==> src/rtl/imm_ext_unit.sv <==
// imm_ext_unit: immediate widening unit for the ID stage.
// Converts IMM_W-bit immediates to DATA_W bits in one of four modes.
// Results are buffered in a 2-entry FIFO behind valid/ready handshakes.
// in_ready depends only on registered state, so no combinational path
// runs from the output handshake back to the input.
module imm_ext_unit #(
    parameter int unsigned IMM_W  = 16,
    parameter int unsigned DATA_W = 32,
    parameter int unsigned SHAMT  = 2
) (
    input  logic              clk,
    input  logic              rst,
    input  logic              flush,
    input  logic              in_valid,
    output logic              in_ready,
    input  logic [IMM_W-1:0]  imm_in,
    input  logic [1:0]        mode,
    output logic              out_valid,
    input  logic              out_ready,
    output logic [DATA_W-1:0] imm_out,
    output logic [1:0]        count
);

    typedef enum logic [1:0] {
        MODE_SEXT   = 2'b00,
        MODE_ZEXT   = 2'b01,
        MODE_LUI    = 2'b10,
        MODE_BRANCH = 2'b11
    } mode_e;

    logic [DATA_W-1:0] data_q [2];
    logic [DATA_W-1:0] data_d [2];
    logic              head_q, head_d;
    logic [1:0]        count_q, count_d;

    logic [DATA_W-1:0] sext_v;
    logic [DATA_W-1:0] zext_v;
    logic [DATA_W-1:0] ext_v;
    logic              push;
    logic              pop;
    logic              tail;

    // Widen the incoming immediate according to the requested mode.
    always_comb begin
        sext_v = DATA_W'($signed(imm_in));
        zext_v = DATA_W'(imm_in);
        case (mode_e'(mode))
            MODE_SEXT:   ext_v = sext_v;
            MODE_ZEXT:   ext_v = zext_v;
            // Shift form also covers DATA_W == IMM_W without a zero-width replicate.
            MODE_LUI:    ext_v = zext_v << (DATA_W - IMM_W);
            MODE_BRANCH: ext_v = sext_v << SHAMT;
            default:     ext_v = sext_v;
        endcase
    end

    // Handshake decode and registered-state outputs.
    always_comb begin
        in_ready  = (count_q != 2'd2);
        out_valid = (count_q != 2'd0);
        count     = count_q;
        imm_out   = out_valid ? data_q[head_q] : '0;
        push      = in_valid & in_ready;
        pop       = out_valid & out_ready;
        // Tail slot is the head when empty, the other slot when holding one entry.
        tail      = head_q ^ count_q[0];
    end

    // Next-state for FIFO storage, head pointer and occupancy; flush wins over push/pop.
    always_comb begin
        data_d[0] = data_q[0];
        data_d[1] = data_q[1];
        head_d    = head_q;
        count_d   = count_q;
        if (flush) begin
            head_d  = 1'b0;
            count_d = 2'd0;
        end else begin
            if (push) begin
                data_d[tail] = ext_v;
            end
            if (pop) begin
                head_d = ~head_q;
            end
            count_d = count_q + 2'(push) - 2'(pop);
        end
    end

    // State registers with synchronous reset.
    always_ff @(posedge clk) begin
        if (rst) begin
            data_q[0] <= '0;
            data_q[1] <= '0;
            head_q    <= 1'b0;
            count_q   <= 2'd0;
        end else begin
            data_q[0] <= data_d[0];
            data_q[1] <= data_d[1];
            head_q    <= head_d;
            count_q   <= count_d;
        end
    end

endmodule

==> config.mk <==
export PLATFORM = sky130hd
export DESIGN_NAME = imm_ext_unit
export DESIGN_NICKNAME = d
export VERILOG_FILES = /design/src/rtl/imm_ext_unit.sv
export SDC_FILE = /design/constraint.sdc
export NUM_CORES = 1
export LEC_CHECK = 0
export CAP_MARGIN = 20
export CORE_AREA = 2 2 93 95
export DETAILED_ROUTE_END_ITERATION = 8
export DIE_AREA = 0 0 95 97
export HOLD_SLACK_MARGIN = 0.06
export PLACE_DENSITY = 0.72
export SYNTH_ARGS = -nofsm -noshare
export SYNTH_HDL_FRONTEND = slang
export SYNTH_SLANG_ARGS = --single-unit
==> constraint.sdc <==
create_clock -name clk -period 1.85 [get_ports clk]
set_clock_uncertainty 0.05 [all_clocks]
set_input_delay 0.37 -clock clk [delete_from_list [all_inputs] [get_ports clk]]
set_output_delay 0.37 -clock clk [all_outputs]
set_load 0.02 [all_outputs]
==> impl_metrics.ini <==
[yosys]
syn_nets = 487
synth.most_common_cell = nor2_1
synth-compound-area-share_pct = 7.24
ys_top_cells_by_count = nor2_1 (92), dfxtp_1 (68), nand2_1 (64), mux2i_1 (47)
synthTopCellsByArea = dfxtp_1 (37%), mux2i_1 (13%), nor2_1 (9.5%)
synthArstFlopShare_pct = 0
synth_largest_area_cell = dfxtp_1
syn_area_sq_um = 3630
synth_top_area_share_pct = 37.5
synth_fa_ha_area_share_pct = 0.689
synth_top_family_by_area = simple AND/OR/NAND/NOR gates
ys_seq_area_share_pct = 37.5
synth_mux_area_share_pct = 13.0
synth_ff_type = dfxtp_1
synth_simple_gate_area_share_pct = 35.0
synth.avg_cell_area_sq_um = 7.86
synth_xor_area_share_pct = 0.724
synth_edf_count = 0
synth_cell_types = 35
syn_inst = 462
ys_warn_count = 0
ys_seq_elements = 68

[setup_path]
arrival_ns = 1.39
crit_path_max_incr_delay_ns = 0.40
required_ns = 1.43
end_kind = output port
path_max_fanout = 15
r2r_end = count[1]$_SDFF_PP0_
crit_chain = buf_12 -> mux2i_2 -> nor2_1 -> buf_2
start_kind = register
rrSetupSlack_ns = 0.11
r2r_start = count[1]$_SDFF_PP0_
r2r_cells = 9
crit_slowest_cell = dfxtp_4
critical_path_class = reg2out

[floorplan]
die_width_microns = 95
num_rows = 33
start_util_pct = 44.6
io-pin-count = 59
die-area_sq_um = 9220
die_h_microns = 97
core-area_sq_um = 8130

[final_layout]
areaGrowthSynthToFinish_pct = 27.2
fillCellCount = 748
diodes = 0
finalNetCount = 543
drive_gt1_share_pct = 19.1
fin_area_sq_um = 4620

[timing]
finalCritPeriodShare_pct = 98.0
fin_crit_ns = 1.81
holdWs_ns = 0.418
setup_viol = 0
tns_ns = 0
setup_slack_ns = 0.0362
relSlewSlack_pct = 77.9
tightest_slew_ns = 0.331
rsz0062_at_grt = yes
hold_violations = 0
slew_viol_final = 0
max_freq_ghz = 0.551

[routing]
vias = 3317
wirelength_microns = 9500
first_iter_violations = 179
firstDrtPassIters = 5
ant_nets = 0
via_per_inst = 5.28
wire_per_inst_microns = 15.1
drc = 0

[global_route]
grt_pass1_vias = 3242
grt_overflow = 0
antenna_found_initial = 0
track_usage_pct = 21.4
grt_pass1_wl_microns = 15700
grt_max_degree = 83

[clock_tree]
htree_num_levels = 3
cts_buffer_depth = 2
cts_sinks = 68
cts_buffers = 9
hold_buffers = 0
worst_skew_pair.late_latency_ns = 0.34
cts_root_buffer = clkbuf_8
cts_tree = built
clk_pin_slew_ns = 0.07

[hold_path]
min_from = data_q[1][31]$_SDFFE_PP0P_
hold_end = data_q[1][31]$_SDFFE_PP0P_
hold_path_class = reg2reg
worstHoldPathCells = 2

[power_and_ir_drop]
p_total_mw = 3.75
p_leak_nw = 1.92
p_per_area_nw_per_um2 = 812
ir_worst_vdd_v = 0.000375

[job]
maxCapViolCount = 0

[place]
io_buffer_count = 58
place_ws_ns = -0.151
place_area_sq_um = 4460
dp_hpwl_microns = 6360
gp_congestion = 0.828

[run_status]
status = complete, no violations
-- layout make-up --
type,instances,area (sq um),share of cell area (%)
multi-input cells,353,2100,45.4
clock inverters,5,106,2.30
clock buffers,11,151,3.28
flip-flops and latches,68,1370,29.6
well taps,105,131,2.85
inverters,3,11.3,0.244
repair buffers,83,751,16.3
-- registers in the layout, indices dropped and copies added (netlist names), named ones only --
register  cells
head_q        1
count         2
data_q       64
-- per-layer routing --
metal	GRT usage (%)	wire [microns]	up-vias
li1	-	-	1643
met1	28.3	4320	1569
met2	34.3	4550	83
met3	4.91	445	22
met4	6.69	182	0
met5	0	0	-
-- power by group --
group	internal, mW	leakage (nW)	switching (mW)
clock	0.974	0.126	0.588
sequential	1.53	0.554	0.0348
combinational	0.277	1.24	0.349
total	2.78	1.92	0.972
-- per-stage QoR --
step	instances	utilization, %
finish	628	56.8
global route	628	56.8
CTS	629	57.5
detailed placement	611	54.9
global placement	611	54.9
floorplan	462	-
-- layout by cell type, fill, tap and decap left out, types with 2 or more instances in the layout --
cell type	instances
a21oi_2	2
nor3_1	28
buf_4	14
clkdlybuf4s50_1	21
a22oi_1	4
clkbuf_8	11
bufinv_16	3
nor2_4	2
buf_2	31
o21bai_1	15
mux2i_2	3
xnor2_1	2
a21o_1	2
dlygate4sd2_1	4
dfxtp_2	2
nor2_1	91
nand2_1	64
nand3_1	14
nand3b_1	28
nor2_2	4
buf_12	12
nor3_2	5
a21oi_1	16
nand2b_1	17
mux2i_1	44
dfxtp_1	65
and3_1	2
-- timing repair --
item / 4_1_cts / 5_1_grt
resized for setup: 123 / 19
hold endpoints to repair: 0 / 0
pin swaps: 0 / 2
setup buffers: 1 / 0
setup endpoints to repair: 36 / 19
gates cloned: 1 / 0
-- cells by family after synthesis --
family	Yosys count
AOI/OAI and AO/OA	40
buffers and inverters	41
and+or+nand+nor	261
muxes	47
xor gates and xnor gates	3
adders and majority gates	2
DFF	68
-- worst max path at each step --
stage                              startpoint  depth (start not counted)                    endpoint  slack [ns]
after floorplan           count[1]$_SDFF_PP0_                          9         count[1]$_SDFF_PP0_       0.003
after global placement              out_ready                          8         count[1]$_SDFF_PP0_       -0.07
after detailed placement              mode[0]                          6  data_q[0][30]$_SDFFE_PP0P_       -0.15
after CTS                            register                          4                 imm_out[30]       -0.12
after global routing                 register                          4                 imm_out[19]      -0.007
final                                register                          4                 imm_out[19]        0.04
-- critical path: cells and delay by family (launching register included) --
family | cells | cell delay [ns]
DFF | 1 | 0.40
buffers and inverters | 2 | 0.34
and+or+nand+nor | 1 | 0.07
muxes | 1 | 0.24
Power figures use the tool's default switching activity.
==> RTL edit: new RTL, same settings <==
Register the input `mode` before use, without a reset. The logic sees it one clock later. The other inputs are not delayed to match.
--- a/src/rtl/imm_ext_unit.sv
+++ b/src/rtl/imm_ext_unit.sv
@@ -28,6 +28,12 @@
         MODE_BRANCH = 2'b11
     } mode_e;
 
+    logic [1:0] mode_q;
+
+    always_ff @(posedge clk) begin
+        mode_q <= mode;
+    end
+
     logic [DATA_W-1:0] data_q [2];
     logic [DATA_W-1:0] data_d [2];
     logic              head_q, head_d;
@@ -44,7 +50,7 @@
     always_comb begin
         sext_v = DATA_W'($signed(imm_in));
         zext_v = DATA_W'(imm_in);
-        case (mode_e'(mode))
+        case (mode_e'(mode_q))
             MODE_SEXT:   ext_v = sext_v;
             MODE_ZEXT:   ext_v = zext_v;
             // Shift form also covers DATA_W == IMM_W without a zero-width replicate.
Formal check against the unedited RTL: not equivalent (a bounded check fails within 4 cycles, from zero or initial values).
==> RTL edit against the unedited design <==
  * The flow now finishes with violations (setup timing)
  * Synthesized cell count rose by 0.43%
  * Sequential power rose by 3%
  * Worst setup slack got worse by 69 ps
  * Die area did not move
  * Critical endpoint is now imm_out[16]
  * Synthesized area rose by 1.3%
  * Utilization rose by 0.74 points
  * Total power fell by 13%
  * Routed wire length fell by 1.9%
  * Sequential cell count rose by 2
  * Final area rose by 1.3%
  * Critical path depth rose by 2
  * Count of clock-buffer cells in the layout rose by 1
==> RTL edit: results <==
run_status:
  violations: "setup timing"
  outcome: "complete, but fails checks"
finish:
  clk_share_pct: 3.317
  area_growth_syn_to_layout_pct: 27.14
  buffers: 95
  final-instance-count-excl-fill: 640
  fillers: 737
  n_clock_buffer: 12
  seq-cell-share_pct: 30.10
  multiInputGateArea_um2: 2111
  seq_cells: 70
  area_share_nonclk_buffers_pct: 18.41
  post_route_cells_drive_above_1_share_pct: 20.75
  fin_nets: 557
global_route:
  grt_pass1_vias: 3270
  grt_max_degree: 35
  grt_util_all_layers_pct: 20.83
  grt_pass1_wl_um: 15290
timing:
  setup-tns-final_ps: -54.15
  finalWorstSetupSlack_ps: -32.82
  hold_slack_ps: 391.3
  worst-slew-pin-transition_ps: 456.3
  finalSetupViolations: 3
detailed_routing:
  via_per_inst: 5.225
  detail_route.iter0.violations: 216
  routed_wirelength_um: 9321
  detail_route.first_pass.iterations: 4
worst_setup_path:
  cpPeakStageDelay_ps: 380
  worstPathArrival_ps: 1460
  crit_path_end: "imm_out[16]"
  category_of_cells_accounting_for_the_largest_share_of_critical_path_delay: "buffers and inverters"
  critical_path.max_fanout: 6
  setup.reg_to_reg.worst_slack_ps: 80
pwr:
  net-switching-power_uw: 915.9
  power.share.clock_pct: 31.6
  ir_drop_uv: 405.4
  power.leakage_nw: 1.956
  power_switching_share_pct: 27.92
placement:
  placed_area_um2: 4494
  finalWeightedCongestion: 0.8483
  post-place-cells: 614
  dp_hpwl_um: 6545
  preCtsSetupSlack_ps: -154.4
synthesis:
  synth_area_leaders: "sky130_fd_sc_hd__dfxtp_1, sky130_fd_sc_hd__mux2i_1, sky130_fd_sc_hd__nor2_1"
  yosys-top-cells-count: "sky130_fd_sc_hd__nor2_1, sky130_fd_sc_hd__dfxtp_1, sky130_fd_sc_hd__nand2_1, sky130_fd_sc_hd__mux2i_1"
  synth.yosys.seq_area_share_pct: 38.10
  synth.distinct_cells: 36
  postSynthAreaPerCell_um2: 7.928
  synthesis.nets: 489
worst_hold_path:
  min_from: "rst"
  timing.hold.worst_path_depth: 4
  min_to: "data_q[1][12]"
  hold_class: "in2reg"
cts:
  total_cts_buffers: 9
  cts_buffer_depth: 2
  clkTransAtPathRegs_ps: 70
die:
  dieArea_um2: 9215
-- RTL edit: cell count changes after synthesis --
cell / delta
sky130_fd_sc_hd__dfxtp_1: +2
sky130_fd_sc_hd__a21oi_4: +1
sky130_fd_sc_hd__a21oi_2: -1
-- RTL edit: repair_timing --
item	in CTS	in global routing
gates cloned	0	1
endpoints found under the setup margin	36	27
gates resized for setup	105	40
buffers inserted	0	11
hold buffers	0	0
pin swaps	0	2
-- RTL edit: cell families (layout without fill, tap and decap cells) --
kind of cell / Yosys count / count (layout) / share of synthesized area (%)
AND/OR/NAND/NOR: 261 / 261 / 34.59
flip-flops: 70 / 70 / 38.10
multiplexers: 47 / 47 / 12.79
buffers and inverters: 41 / 112 / 5.782
AO/OA/AOI/OAI: 40 / 40 / 7.347
XOR/XNOR: 3 / 3 / 0.7144
adder cells (fa/ha/maj): 2 / 2 / 0.6802
-- RTL edit: layer usage --
metal  part of all wire [%]  GRT usage [%]
met1                     46          27.93
met2                     47          32.90
met3                    5.1          3.583
met5                      0              0
met4                    1.9          8.473
